**config.mk**
```make
export PLATFORM = sky130hd
export DESIGN_NAME = alu_result_stage_flat
export DESIGN_NICKNAME = d
export VERILOG_FILES = /design/src/rtl/alu_pkg.sv /design/src/rtl/alu_result_stage_if.sv /design/src/rtl/sync_fifo.sv /design/src/rtl/alu_result_stage.sv /design/src/flat_wrapper.sv
export SDC_FILE = /design/constraint.sdc
export NUM_CORES = 1
export LEC_CHECK = 0
export CORE_ASPECT_RATIO = 1.2
export CORE_MARGIN = 2
export CORE_UTILIZATION = 34
export DETAILED_ROUTE_END_ITERATION = 10
export PLACE_DENSITY = 0.56
export SLEW_MARGIN = 20
export SYNTH_ARGS = -nofsm -noshare
export SYNTH_HDL_FRONTEND = slang
export SYNTH_SLANG_ARGS = --single-unit
```
**constraint.sdc**
```tcl
create_clock -name clk -period 2.2 [get_ports clk]
set_input_delay 0.66 -clock clk [delete_from_list [all_inputs] [get_ports clk]]
set_output_delay 0.66 -clock clk [all_outputs]
set_load 0.02 [all_outputs]
```
**src/rtl/alu_pkg.sv**
```systemverilog
`default_nettype none
// ============================================================================
//  Module      : alu_pkg
//  Description : Shared definitions for the ALU result stage: datapath width,
//                flag bit positions and the packed flags type.
//                No ports (package).
//  Revision    : 1.0 - initial release
// ============================================================================
package alu_pkg;

    localparam int WIDTH  = 16;

    // Flag bit positions inside flags_t ({N,Z,C,E})
    localparam int FLAG_N = 3;
    localparam int FLAG_Z = 2;
    localparam int FLAG_C = 1;
    localparam int FLAG_E = 0;

    typedef logic [3:0] flags_t;

endpackage : alu_pkg
`default_nettype wire

```
**src/rtl/alu_result_stage_if.sv**
```systemverilog
`default_nettype none
// ============================================================================
//  Module      : alu_result_stage_if
//  Description : Bundle of the ALU-side push port, consumer-side pop port and
//                carry feedback signals of the ALU result stage.
//                slave  : the result stage itself
//                master : the environment (ALU producer + writeback consumer)
//                Signals: in_valid/in_ready/in_result/in_carry/in_compare/
//                in_mode, out_valid/out_ready/out_result/out_flags,
//                carry_fb, flags_clr, count.
//  Revision    : 1.0 - initial release
// ============================================================================
interface alu_result_stage_if
    import alu_pkg::*;
#(
    parameter int WIDTH = alu_pkg::WIDTH,
    parameter int DEPTH = 4
);
    localparam int CW = $clog2(DEPTH) + 1;

    logic             in_valid;
    logic             in_ready;
    logic [WIDTH-1:0] in_result;
    logic             in_carry;
    logic             in_compare;
    logic             in_mode;

    logic             out_valid;
    logic             out_ready;
    logic [WIDTH-1:0] out_result;
    flags_t           out_flags;

    logic             carry_fb;
    logic             flags_clr;
    logic [CW-1:0]    count;

    modport slave (
        input  in_valid, in_result, in_carry, in_compare, in_mode,
        output in_ready,
        output out_valid, out_result, out_flags,
        input  out_ready,
        output carry_fb,
        input  flags_clr,
        output count
    );

    modport master (
        output in_valid, in_result, in_carry, in_compare, in_mode,
        input  in_ready,
        input  out_valid, out_result, out_flags,
        output out_ready,
        input  carry_fb,
        output flags_clr,
        input  count
    );

endinterface : alu_result_stage_if
`default_nettype wire

```
**src/rtl/sync_fifo.sv**
```systemverilog
`default_nettype none
// ============================================================================
//  Module      : sync_fifo
//  Description : Single-clock show-ahead FIFO. Head entry is visible on
//                o_rd_data whenever o_rd_valid is high; read data is forced to
//                zero while empty. Storage itself is not reset.
//  Ports       : clk, rst_n (sync, active low)
//                i_wr_en / i_wr_data / o_wr_ready : write side
//                i_rd_en / o_rd_data / o_rd_valid : read side
//                o_count                          : occupied entries
//  Revision    : 1.0 - initial release
// ============================================================================
module sync_fifo #(
    parameter  int DW    = 20,
    parameter  int DEPTH = 4,
    localparam int AW    = $clog2(DEPTH),
    localparam int CW    = AW + 1
) (
    input  wire logic          clk,
    input  wire logic          rst_n,
    input  wire logic          i_wr_en,
    input  wire logic [DW-1:0] i_wr_data,
    output logic               o_wr_ready,
    input  wire logic          i_rd_en,
    output logic [DW-1:0]      o_rd_data,
    output logic               o_rd_valid,
    output logic [CW-1:0]      o_count
);
    localparam logic [CW-1:0] c_DEPTH_CNT = CW'(DEPTH);

    logic [DW-1:0] r_mem [DEPTH];
    logic [AW-1:0] r_wr_ptr;
    logic [AW-1:0] r_rd_ptr;
    logic [CW-1:0] r_count;

    logic w_not_full;
    logic w_not_empty;
    logic w_push;
    logic w_pop;

    // Both flags come from the registered count only, so there is no
    // combinational path from the read side to the write side.
    assign w_not_full  = (r_count < c_DEPTH_CNT);
    assign w_not_empty = (r_count != '0);
    assign w_push      = i_wr_en & w_not_full;
    assign w_pop       = i_rd_en & w_not_empty;

    always_ff @(posedge clk) begin
        if (!rst_n) begin
            r_wr_ptr <= '0;
            r_rd_ptr <= '0;
            r_count  <= '0;
        end else begin
            // DEPTH is a power of two, so pointer wrap is plain overflow.
            if (w_push) r_wr_ptr <= r_wr_ptr + AW'(1);
            if (w_pop)  r_rd_ptr <= r_rd_ptr + AW'(1);
            unique case ({w_push, w_pop})
                2'b10:   r_count <= r_count + CW'(1);
                2'b01:   r_count <= r_count - CW'(1);
                default: r_count <= r_count;
            endcase
        end
    end

    always_ff @(posedge clk) begin
        if (w_push) r_mem[r_wr_ptr] <= i_wr_data;
    end

    assign o_wr_ready = w_not_full;
    assign o_rd_valid = w_not_empty;
    assign o_rd_data  = w_not_empty ? r_mem[r_rd_ptr] : '0;
    assign o_count    = r_count;

endmodule : sync_fifo
`default_nettype wire

```
**src/rtl/alu_result_stage.sv**
```systemverilog
`default_nettype none
// ============================================================================
//  Module      : alu_result_stage
//  Description : Registered output stage behind the 16-bit ALU. Derives the
//                {N,Z,C,E} flags of each accepted result, buffers result and
//                flags in a show-ahead FIFO towards writeback, and returns a
//                registered carry to the ALU carry_in.
//  Ports       : clk, rst_n (sync, active low)
//                bus : alu_result_stage_if.slave (push/pop handshakes,
//                      carry_fb, flags_clr, count)
//  Revision    : 1.0 - initial release
// ============================================================================
module alu_result_stage
    import alu_pkg::*;
#(
    parameter int WIDTH = alu_pkg::WIDTH,
    parameter int DEPTH = 4
) (
    input  wire logic           clk,
    input  wire logic           rst_n,
    alu_result_stage_if.slave   bus
);
    localparam int DW = WIDTH + 4;

    flags_t           w_flags;
    logic             w_push;
    logic             w_in_ready;
    logic [DW-1:0]    w_rd_data;
    logic             w_rd_valid;
    logic             r_carry_fb;

    // Logic-mode results never report a carry.
    always_comb begin
        w_flags         = '0;
        w_flags[FLAG_N] = bus.in_result[WIDTH-1];
        w_flags[FLAG_Z] = (bus.in_result == '0);
        w_flags[FLAG_C] = bus.in_mode & bus.in_carry;
        w_flags[FLAG_E] = bus.in_compare;
    end

    assign w_push = bus.in_valid & w_in_ready;

    sync_fifo #(
        .DW    (DW),
        .DEPTH (DEPTH)
    ) u_fifo (
        .clk        (clk),
        .rst_n      (rst_n),
        .i_wr_en    (bus.in_valid),
        .i_wr_data  ({w_flags, bus.in_result}),
        .o_wr_ready (w_in_ready),
        .i_rd_en    (bus.out_ready),
        .o_rd_data  (w_rd_data),
        .o_rd_valid (w_rd_valid),
        .o_count    (bus.count)
    );

    // A push takes priority over a clear in the same cycle.
    always_ff @(posedge clk) begin
        if (!rst_n) begin
            r_carry_fb <= 1'b0;
        end else if (w_push) begin
            r_carry_fb <= w_flags[FLAG_C];
        end else if (bus.flags_clr) begin
            r_carry_fb <= 1'b0;
        end
    end

    assign bus.in_ready   = w_in_ready;
    assign bus.out_valid  = w_rd_valid;
    assign bus.out_result = w_rd_data[WIDTH-1:0];
    assign bus.out_flags  = w_rd_data[DW-1:WIDTH];
    assign bus.carry_fb   = r_carry_fb;

endmodule : alu_result_stage
`default_nettype wire

```
**src/flat_wrapper.sv**
```systemverilog
// flat-port wrapper written by rule: the top's interface ports become plain ports
module alu_result_stage_flat import alu_pkg::*;
#(
    parameter int WIDTH = alu_pkg::WIDTH,
    parameter int DEPTH = 4
)
  (clk, rst_n, bus_in_valid, bus_in_result, bus_in_carry, bus_in_compare, bus_in_mode, bus_in_ready, bus_out_valid, bus_out_result, bus_out_flags, bus_out_ready, bus_carry_fb, bus_flags_clr, bus_count);
  alu_result_stage_if #(.WIDTH(WIDTH), .DEPTH(DEPTH)) bus_i ();
  input  wire logic clk;
  input  wire logic rst_n;
  input wire logic [$bits(bus_i.in_valid)-1:0] bus_in_valid;
  input wire logic [$bits(bus_i.in_result)-1:0] bus_in_result;
  input wire logic [$bits(bus_i.in_carry)-1:0] bus_in_carry;
  input wire logic [$bits(bus_i.in_compare)-1:0] bus_in_compare;
  input wire logic [$bits(bus_i.in_mode)-1:0] bus_in_mode;
  output wire logic [$bits(bus_i.in_ready)-1:0] bus_in_ready;
  output wire logic [$bits(bus_i.out_valid)-1:0] bus_out_valid;
  output wire logic [$bits(bus_i.out_result)-1:0] bus_out_result;
  output wire logic [$bits(bus_i.out_flags)-1:0] bus_out_flags;
  input wire logic [$bits(bus_i.out_ready)-1:0] bus_out_ready;
  output wire logic [$bits(bus_i.carry_fb)-1:0] bus_carry_fb;
  input wire logic [$bits(bus_i.flags_clr)-1:0] bus_flags_clr;
  output wire logic [$bits(bus_i.count)-1:0] bus_count;
  assign bus_i.in_valid = bus_in_valid;
  assign bus_i.in_result = bus_in_result;
  assign bus_i.in_carry = bus_in_carry;
  assign bus_i.in_compare = bus_in_compare;
  assign bus_i.in_mode = bus_in_mode;
  assign bus_in_ready = bus_i.in_ready;
  assign bus_out_valid = bus_i.out_valid;
  assign bus_out_result = bus_i.out_result;
  assign bus_out_flags = bus_i.out_flags;
  assign bus_i.out_ready = bus_out_ready;
  assign bus_carry_fb = bus_i.carry_fb;
  assign bus_i.flags_clr = bus_flags_clr;
  assign bus_count = bus_i.count;
  alu_result_stage #(.WIDTH(WIDTH), .DEPTH(DEPTH)) u_core (.clk(clk), .rst_n(rst_n), .bus(bus_i));
endmodule
```
After elaboration in Yosys (flattened, before gate mapping):

Memories as Yosys holds them, arrays and structs flattened. A register that Yosys moved wholly into a read port is not among the register bits.
Index checks and enable logic that the tools add are counted.

* add/subtract/negate cells: 4
* magnitude comparators: 1
* equality and inequality tests: 2
* mux-type cells: 8
* bitwise logic cells: 3
* reductions and logical operators: 4

Operators by type and width (number)
* $mux 20: 1
* $logic_not 16->1: 1
* $pmux 3 s2: 1
* $add 2x1->2 const B: 2
* $mux 1: 4
* $mux 2: 2
* $reduce_bool 2->1: 2
* $add 3x1->3 const B: 1
* $and 1x1->1: 3
* $lt 3x3->1 const B: 1
* $reduce_bool 3->1: 1
* $sub 3x1->3 const B: 1
* $eq 2x1->1 const B: 1
* $eq 2x2->1 const B: 1

* flip-flop bits (word level): 8
* memory bits (writable): 80
* bits of input ports: 24
* output and inout bits: 26
* logic and storage cells: 27
* memories kept: 1

Memories
* u_core.u_fifo.r_mem: depth 4, bits a word 20, read ports 1, clocked after memory_dff 1, wr ports 1, line sync_fifo.sv:31 `logic [DW-1:0] r_mem [DEPTH];`

Longest topological paths before layout:

* depth in word-level cells: 4
* gate-level depth with buffers: 9
* gate-level depth less buffers: 8

Cells and area by module:

From an unflattened synthesis, not the netlist that was laid out.

* cells, all modules: 189
* area total of the unflattened synthesis: 3607.2 µm²

Modules (own cells, without submodules)
* sync_fifo: times used 1, cells each 178, area each 3523.4 µm², sequential area each 2582.5 µm²
* alu_result_stage: times used 1, cells each 11, area each 83.8 µm², sequential area each 20.0 µm²

Least setup slack after synthesis:

No wires, ideal clock.

* kind: input -> register
* from: input port bus_in_valid
* to: register u_core.u_fifo.r_count[2], in the netlist u_core.u_fifo.o_count[2]
* data arrival time: 2139 ps
* required time: 2124 ps
* setup slack: -15 ps
* cell stages on the path: 9
* path through: nor2b_1 -> buf_2 -> inv_1 -> ha_1 -> inv_1 -> fa_1 -> xor2_1 -> or3_1 -> a21boi_0

* longest elaborated chain between the ends: 3

Ends and longest elaborated chain
* start: declaration: line flat_wrapper.sv:11 `input wire logic [$bits(bus_i.in_valid)-1:0] bus_in_valid;`
* $and 1x1->1 (*): line sync_fifo.sv:45 `assign w_push = i_wr_en & w_not_full;`
* $eq 2x1->1 or $eq 2x2->1 (tied branches): line sync_fifo.sv:57 `unique case ({w_push, w_pop})`
* $pmux 3 s2 or $reduce_bool 2->1 (tied branches)
* end signal: assignment: line sync_fifo.sv:58 `2'b10: r_count <= r_count + CW'(1);`
* end signal: assignment: line sync_fifo.sv:59 `2'b01: r_count <= r_count - CW'(1);`
* end signal: assignment: line sync_fifo.sv:60 `default: r_count <= r_count;`
* end: declaration: line sync_fifo.sv:34 `logic [CW-1:0] r_count;`

Mark *: on every way between the ends. The rest lies on a longest branch, timed or not.
A chain may end at the register's enable or synchronous reset.

==> results.md <==
| Item | Reported | Unit |
|---|---|---|
| Kind of critical path | flop to primary output | - |
| Element type at the critical path end | primary output | - |
| Flop-to-flop setup slack | 330 | ps |
| Clock-pin slew of the registers on the worst-case setup and hold paths | 60 | ps |
| Final antenna diode count | 0 | - |
| Fmax | 418.4 | MHz |
| Register bit total from synthesis | 86 | - |
| Number of hold buffers added after cts | 0 | - |
| Reported leakage power | 1.656 | nW |
| Clock insertion delay at the later pin of the skew report | 330 | ps |
| Final clock skew | 5.409 | ps |
| Leading cell types in the layout, fill and taps excluded | sky130_fd_sc_hd__edfxtp_1 (76), sky130_fd_sc_hd__clkdlybuf4s50_1 (27), sky130_fd_sc_hd__buf_4 (27), sky130_fd_sc_hd__mux4_2 (19), sky130_fd_sc_hd__nor2b_1 (17) | - |
| Cell accounting for the most synthesized area | sky130_fd_sc_hd__edfxtp_1 | - |
| Overall routing resource usage | 13.11 | % |
| Commonest non-fill, non-tap cell in the layout | sky130_fd_sc_hd__edfxtp_1 | - |
| Post-DR vias/cell | 4.675 | - |
| Number of nets in the final layout | 294 | - |
| Unrepaired setup endpoints after global routing | yes | - |
| Via count | 1842 | - |
| Critical path endpoint | bus_out_result[3] | - |
| Final hold violation count | 0 | - |
| Final period util | 108.6 | % |
| Startpoint of the most critical register-to-register path | u_core.u_fifo.o_count[2] | - |
| Number of sinks handled by clock tree synthesis | 86 | - |
| Number of antenna violations at the first check in global routing | 0 | - |
| Proportion of netlist area held by the largest area contributor | 66.38 | % |
| Crit Reg-Reg Endpoint | u_core.u_fifo.o_count[2] | - |
| Row cnt | 40 | - |
| Post-synth net total | 213 | - |
| Port Buffer Count | 49 | - |
| Htree depth | 3 | - |
| TritonRoute pass-1 iters | 4 | - |
| Final setup vio count | 20 | - |
| Startpoint kind of the worst setup timing path | flop | - |
| Total length of routed wires | 6.484 | mm |
| Final setup slack of the worst path | -189.9 | ps |
| Mean instance size in the synthesized netlist | 18.79 | um2 |
| Detail Placement HPWL | 4.361 | mm |
| Standard cell area after detailed placement | 4274 | um2 |
| Total count of max-transition violations in the final report | 0 | - |
| Outcome | complete, but fails checks | - |
| Maximum clock insertion buffer count | 2 | - |
| Final core utilization | 47.17 | % |
| Die height | 114.2 | um |
| Least-Margin Pin Slew | 380.9 | ps |
| Root Buffer Master | sky130_fd_sc_hd__clkbuf_16 | - |
| Crit path required time | 1540 | ps |
| Via count of the first global-routing pass | 1879 | - |
| Number of ports placed on the die boundary | 50 | - |
| Clock tree from TritonCTS | built | - |
| Number of buffers created by CTS | 9 | - |
| Synthesis-to-finish area growth | 35.95 | % |
| Post-route ant nets | 0 | - |
| Peak supply drop | 0.8491 | mV |
| Crit path time final | 2390 | ps |
| Synth top area cells | sky130_fd_sc_hd__edfxtp_1 (66%), sky130_fd_sc_hd__mux4_2 (12%), sky130_fd_sc_hd__dfxtp_1 (5.8%) | - |
| Power per cell area | 1230 | nW/um2 |
| Arr. time, crit path | 1730 | ps |
| Full die area | 10940 | um2 |
| Drt drc | 0 | - |
| Max_cap viols | 0 | - |
| Total design power | 5.752 | mW |
| Depth of the worst register-to-register path | 9 | - |
| Global-route wire length before repair | 10.26 | mm |
| Yosys synthesis warning count | 0 | - |
| Synthesized netlist cell count | 183 | - |
| Final non-filler cell area | 4674 | um2 |
| Sequential-to-total area share from yosys stat | 72.20 | % |
| Failing checks | negative setup slack | - |
| Total grt overflow | 0 | - |
| Number of design-rule violations left by the first detailed-router iteration | 101 | - |
| Setup TNS after final layout | -2991 | ps |
| Relative slew margins | 74.37 | % |
| Largest fanout on the critical path | 5 | - |
| Count of different cell masters after synthesis | 24 | - |
| Effective utilization at floorplan | 34.70 | % |
| Maximum number of pins on one net before global-route repair | 16 | - |
| Post-DR wirelength/cell | 16.46 | um |
| GPL Wtd Cong | 0.7088 | - |
| Hold WC Path Type | flop to flop | - |
| Area of the mapped netlist | 3438 | um2 |
| Ratio of cells with drive above 1 in the final layout | 33.96 | % |
| Placeable core region | 9910 | um2 |
| Worst setup slack before clock tree synthesis | -413.4 | ps |
| Horizontal die dimension | 95.80 | um |
==> metrics by stage <==
| stage | instances | hold slack [ps] |
|---|---|---|
| finish | 394 | 494.9 |
| global route | 394 | 535.9 |
| CTS | 395 | 499.2 |
| detailed placement | 375 | 491.2 |
| global placement | 375 | 480.1 |
| floorplan | 183 | 461.3 |
==> how the worst min path moves through the flow <==
stage	from	endpoint	depth (start not counted)
4_1_cts	u_core.u_fifo.r_rd_ptr[0]	u_core.u_fifo.r_rd_ptr[0]	2
6_report	u_core.u_fifo.r_rd_ptr[0]	u_core.u_fifo.r_rd_ptr[0]	2
5_1_grt	u_core.u_fifo.r_rd_ptr[0]	flop	2
3_3_place_gp	u_core.u_fifo.r_rd_ptr[0]	u_core.u_fifo.r_rd_ptr[0]	2
3_5_place_dp	u_core.u_fifo.r_rd_ptr[0]	u_core.u_fifo.r_rd_ptr[0]	2
2_1_floorplan	u_core.u_fifo.r_rd_ptr[0]	flop	2
==> Yosys cell counts, drive strengths merged <==
cell,number
ha,5
nor4,4
mux4,19
inv,8
or3,2
buf,6
dfxtp,10
edfxtp,76
nand2,4
fa,1
nor2b,22
nand4bb,1
clkbuf,2
and2,8
mux2i,1
a21boi,3
and4,1
or3b,1
o21ai,5
xnor2,2
nor3,1
xor2,1
==> layout make-up <==
type                    count  area, um2
multi-input cells          81      932.1
well taps                 126      157.7
flip-flops and latches     86       2486
clock inverters             6      86.33
fillers                   882       5235
repair buffers             78      757.0
clock buffers               9      225.2
inverters                   8      30.03
==> cells by family after synthesis <==
kind of cell,Yosys count,synth area share [%]
flops,86,72.20
simple gates,44,8.115
mux,20,12.74
buf+inv,16,2.402
compound gates,8,1.383
fa+ha+maj,6,2.402
xor+xnor,3,0.7643
==> routing by layer <==
layer	wire length (um)	track usage (%)	vias to the layer above
li1	-	-	873
met1	2654	15.47	923
met2	3526	22.28	42
met3	247	4.279	4
met4	55	4.571	0
met5	0	0	-
==> repair_timing <==
action	4_1_cts	5_1_grt
setup buffers	2	1
gates cloned	3	0
setup endpoints to repair	22	22
endpoints found under the hold margin	0	0
resized for setup	99	18
pin swaps	0	1
==> worst max-delay path, stage by stage, from the launching register on <==
cell	delay, ps
sky130_fd_sc_hd__dfxtp_4	370
sky130_fd_sc_hd__buf_12	120
sky130_fd_sc_hd__buf_16	120
sky130_fd_sc_hd__mux4_2	480
sky130_fd_sc_hd__nor2b_1	150
sky130_fd_sc_hd__buf_4	160
==> registers in the layout, summed over array words and instances, names as in the netlist, named ones only <==
register and flops:
u_core.u_fifo.r_mem 76, u_core.u_fifo.o_count 3, u_core.u_fifo.r_rd_ptr 2, u_core.u_fifo.r_wr_ptr 2
u_core.bus.carry_fb 1
==> where the power goes <==
group          total [mW]  switching (mW)  internal (mW)
Sequential           2.08          0.0752           2.01
Combinational        2.09            1.01           1.09
Clock                1.57           0.587          0.987
Total                5.75            1.67           4.08
(Power assumes the default switching activity.)
==> RTL edit 1: new RTL, same flow settings <==
Reset style: asynchronous (`rst_n`), changed in 2 clocked blocks.
--- a/src/rtl/sync_fifo.sv
+++ b/src/rtl/sync_fifo.sv
@@ -45,7 +45,7 @@
     assign w_push      = i_wr_en & w_not_full;
     assign w_pop       = i_rd_en & w_not_empty;
 
-    always_ff @(posedge clk) begin
+    always_ff @(posedge clk or negedge rst_n) begin
         if (!rst_n) begin
             r_wr_ptr <= '0;
             r_rd_ptr <= '0;
--- a/src/rtl/alu_result_stage.sv
+++ b/src/rtl/alu_result_stage.sv
@@ -56,7 +56,7 @@
     );
 
     // A push takes priority over a clear in the same cycle.
-    always_ff @(posedge clk) begin
+    always_ff @(posedge clk or negedge rst_n) begin
         if (!rst_n) begin
             r_carry_fb <= 1'b0;
         end else if (w_push) begin
Formal check against the unedited RTL: differs if rst_n is asserted again (counterexample within 4 cycles, from zero or initial values and one cycle with rst_n low); with rst_n held inactive, the same outputs for 10 cycles.
==> RTL edit 1 against the unedited design <==
- total power up 15%
- synthesized cell count fell by 6.6%
- highest routed layer unchanged
- final cell count is 4.3% lower
- clock power fell by 3%
- design area fell by 2.0%
- clock skew fell by 0.0039 ns
- routed wire length down 2.9%
- setup slack worse by 0.00069 ns
- largest cell class unchanged
- the run still ends with setup timing left
- sequential cell count is 2 lower
- area after synthesis down 2.0%
==> RTL edit 1: results (changes against the unedited design) <==
- Run status: finished, violations left
- Failing checks: setup timing
- GRT Total Usage: 0.129 (-0.00172)
- Met3 usage: 0.0206 (-0.0222)
- First-pass GRT wire length: 9740 um (-5.0%)
- Synth area leaders: edfxtp_1, mux4_2, dfrtp_1
- R2R Path Start: u_core.u_fifo.o_count[2]$_DFFE_PN0P_
- Worst setup endpoint: bus_out_result[0]
- Filler-free cell count of the finished design: 377 (-4.3%)
- WHS Endpoint: u_core.bus.carry_fb$_DFFE_PN0P_
- Critical Path Max Stage Delay: 0.50 ns (+0.02 ns)
- Worst r2r dst: u_core.u_fifo.o_count[2]$_DFFE_PN0P_
- Top cells by count, synth: edfxtp_1, and2_1, mux4_2
- Met2 routed WL: 3200 um (-9.2%)
- Fraction of layout cells with a size suffix above 1: 0.386 (+0.0463)
- Largest net degree at the start of global routing: 14 (-2)
- Synth async-reset ratio: 0.0952 (+0.0952)
- Setup bufs post-CTS: 4 (+2)
- Met3 routed WL: 202 um (-18%)
- HP Start: u_core.bus.carry_fb$_DFFE_PN0P_
- DRT iter0 DRCs: 58 (-43%)
- Drt total wl: 6300 um (-2.9%)
- Clk pwr share: 0.231 (-0.043)
- Flop-to-flop setup slack: 0.15 ns (-0.18 ns)
- Final setup TNS: -3.23 ns (-0.236 ns)
- Syn Nets: 201 (-5.6%)
- Post-Place Setup Slack: -0.301 ns (+0.113 ns)
- Switch Pwr: 1.94 mW (+16%)
- Pwr Density: 1450 nW/um^2 (+17%)
- Synth warn: 0 (unchanged)
- Met2 GRT Util: 0.209 (-0.0143)
- Final worst slack: -0.191 ns (-0.000690 ns)
- Placed inst area: 4190 um^2 (-1.9%)
- Finish-stage setup viols: 20 (unchanged)
- Syn Inst Count: 171 (-6.6%)
- Slew @ Worst Pin: 0.422 ns (+0.0411 ns)
- Met1 usage: 0.162 (+0.00719)
- Layout Skew: 0.00149 ns (-0.00392 ns)
- Post-synthesis sequential area ratio: 0.736 (+0.0145)
- Reg power frac: 0.321 (-0.041)
- Final hold slack: 0.552 ns (+0.0568 ns)
- WL met1: 2730 um (+2.9%)
- Routed vias/inst: 4.58 (-2.1%)
[RTL edit 1: cell types whose count changed after synthesis, moves of 2 or more]
cell,delta
a21boi_0,-3
xnor2_1,+2
dfrtp_1,+8
o21ai_0,-2
and2_1,+17
nor2b_1,-21
dfxtp_1,-10
[RTL edit 1: kinds of logic (layout without fill, tap and decap cells)]
family | after synthesis | after routing | synth area share
fa+ha+maj | 6 | 6 | 0.0245
flops | 84 | 84 | 0.736
mux | 19 | 19 | 0.128
compound gates | 3 | 3 | 0.00445
xor+xnor | 6 | 6 | 0.0156
buf+inv | 15 | 98 | 0.0230
simple gates | 38 | 38 | 0.0679
[RTL edit 1: worst min-delay path: cells and delay by family, from the launching register on]
kind               cells  cell delay [ns]
DFF                    1             0.38
AOI/OAI and AO/OA      1             0.06
and+or+nand+nor        1             0.06
[RTL edit 1: area by class of cell]
class	instances	area (um^2)
inverters	7	26.3
multi-input cells	72	855
repair buffers	75	757
well taps	123	154
clock buffers	10	229
fillers	852	4980
clock inverters	6	78.8
flip-flops and latches	84	2480
==> RTL edit 2: new RTL, same settings <==
Made on the original files. `DEPTH` is set to 4 in 4 places; all go to 8.
--- a/src/rtl/alu_result_stage_if.sv
+++ b/src/rtl/alu_result_stage_if.sv
@@ -14,7 +14,7 @@
     import alu_pkg::*;
 #(
     parameter int WIDTH = alu_pkg::WIDTH,
-    parameter int DEPTH = 4
+    parameter int DEPTH = 8
 );
     localparam int CW = $clog2(DEPTH) + 1;
 
--- a/src/rtl/sync_fifo.sv
+++ b/src/rtl/sync_fifo.sv
@@ -12,7 +12,7 @@
 // ============================================================================
 module sync_fifo #(
     parameter  int DW    = 20,
-    parameter  int DEPTH = 4,
+    parameter  int DEPTH = 8,
     localparam int AW    = $clog2(DEPTH),
     localparam int CW    = AW + 1
 ) (
--- a/src/rtl/alu_result_stage.sv
+++ b/src/rtl/alu_result_stage.sv
@@ -14,7 +14,7 @@
     import alu_pkg::*;
 #(
     parameter int WIDTH = alu_pkg::WIDTH,
-    parameter int DEPTH = 4
+    parameter int DEPTH = 8
 ) (
     input  wire logic           clk,
     input  wire logic           rst_n,
--- a/src/flat_wrapper.sv
+++ b/src/flat_wrapper.sv
@@ -2,7 +2,7 @@
 module alu_result_stage_flat import alu_pkg::*;
 #(
     parameter int WIDTH = alu_pkg::WIDTH,
-    parameter int DEPTH = 4
+    parameter int DEPTH = 8
 )
   (clk, rst_n, bus_in_valid, bus_in_result, bus_in_carry, bus_in_compare, bus_in_mode, bus_in_ready, bus_out_valid, bus_out_result, bus_out_flags, bus_out_ready, bus_carry_fb, bus_flags_clr, bus_count);
   alu_result_stage_if #(.WIDTH(WIDTH), .DEPTH(DEPTH)) bus_i ();
Interface: changed (resized bus_count); port bits go from 50 to 51. No check against the original RTL was run, so the function may have changed too.
==> RTL edit 2 against the unedited design <==
- the run still ends with setup timing left
- routed wire length increased by 110%
- die area grew 86%
- clock skew up 0.0017 ns
- first-iteration DRC count increased to 2.9 times the old value
- area after synthesis grew 89%
- design area rose by 85%
- sequential cell count rose by 80
- total power is 72% higher
- setup slack worse by 0.23 ns
- critical path type unchanged
- critical endpoint is now bus_out_result[15]
- largest power group is now registers
- highest routed layer unchanged
==> RTL edit 2: results (changes against the unedited design) <==
- Run status: finished, violations left
- Failing checks: setup timing
- Placed inst area: 7970 um^2 (+87%)
- Vias: 3389 (+84%)
- First-pass GRT wire length: 21100 um (+110%)
- LEAKAGE: 2.87 nW (+73%)
- Post-cts resize count: 103 (+4.0%)
- Synth area leaders: edfxtp_1, mux4_2, dfxtp_1
- WL/cell: 19.0 um (+16%)
- Sw Share: 0.270 (-0.0206)
- Met2 GRT Util: 0.246 (+0.0227)
- EDFF count, synth: 152 (+100%)
- Finish-stage setup viols: 21 (+5.0%)
- Met2 routed WL: 7000 um (+98%)
- Layout Skew: 0.00710 ns (+0.00169 ns)
- Post-synthesis sequential area ratio: 0.744 (+0.0216)
- HP Start: u_core.bus.carry_fb$_SDFFE_PN0P_
- Syn avg cell area: 20.0 um^2 (+6.7%)
- TritonCTS Buffers: 17 (+8)
- Critical path data arrival time: 1.96 ns (+0.23 ns)
- Vias in the first global route: 3675 (+96%)
- Post-Place Setup Slack: -0.376 ns (+0.0371 ns)
- H-tree levels: 4 (+1)
- Largest net degree at the start of global routing: 20 (+4)
- GRT Total Usage: 0.144 (+0.0133)
- Netlist cell types: 33 (+38%)
- CTS root buf: clkbuf_16
- WHS Endpoint: u_core.bus.carry_fb$_SDFFE_PN0P_
- Worst setup endpoint: bus_out_result[15]
- Filler-free cell count of the finished design: 706 (+79%)
- Worst vdd ir: 539 uV (-36%)
- Max reg flops: 152 (+100%)
- R2R Path Start: u_core.u_fifo.o_count[1]$_SDFFE_PN0P_
- Cells after DPL: 669 (+78%)
- Setup bufs post-CTS: 3 (+1)
- Post-DP HPWL: 8420 um (+93%)
- Final worst slack: -0.415 ns (-0.225 ns)
- Reg power frac: 0.374 (+0.012)
- Top cells by count, synth: edfxtp_1, mux4_2, nor2_1
- WL met1: 5720 um (+120%)
- Comb pwr share: 0.304 (-0.060)
- Final hold slack: 0.500 ns (+0.00554 ns)
- Switch Pwr: 2.67 mW (+60%)
- DRT iter0 DRCs: 293 (+190%)
- Max-slew headroom: 0.628 (-0.116)
- Clk Latency, worst-skew pair: 0.42 ns (+0.09 ns)
- NumNets Final: 466 (+59%)
- Flop-to-flop setup slack: -0.08 ns (-0.41 ns)
- Met3 routed WL: 552 um (+120%)
- Final setup TNS: -7.66 ns (-4.67 ns)
## RTL edit 2: changes by cell type in the layout (fill, tap and decap cells not counted), sizes merged, moves of 10 or more
cell	before	now
clkbuf	9	19
mux2i	1	22
mux4	19	38
nor2b	22	3
buf	49	79
edfxtp	76	152
nor2	0	23
## RTL edit 2: area by class of cell
cell class	count	area (um^2)
fill	1652	10200
sequential	166	4850
multi-input combinational	141	1660
timing repair buffer	108	1160
clock buffer	19	433
tap	256	320
clock inverter	13	203
inverter	3	13.8
## RTL edit 2: kinds of logic after synthesis
| logic type | after synthesis | share of synthesized area |
|---|---|---|
| DFF | 166 | 0.744 |
| and+or+nand+nor | 62 | 0.0476 |
| muxes | 60 | 0.165 |
| buffers and inverters | 18 | 0.0165 |
| AOI/OAI and AO/OA | 7 | 0.00691 |
| xor gates and xnor gates | 7 | 0.0106 |
| adders and majority gates | 5 | 0.00960 |
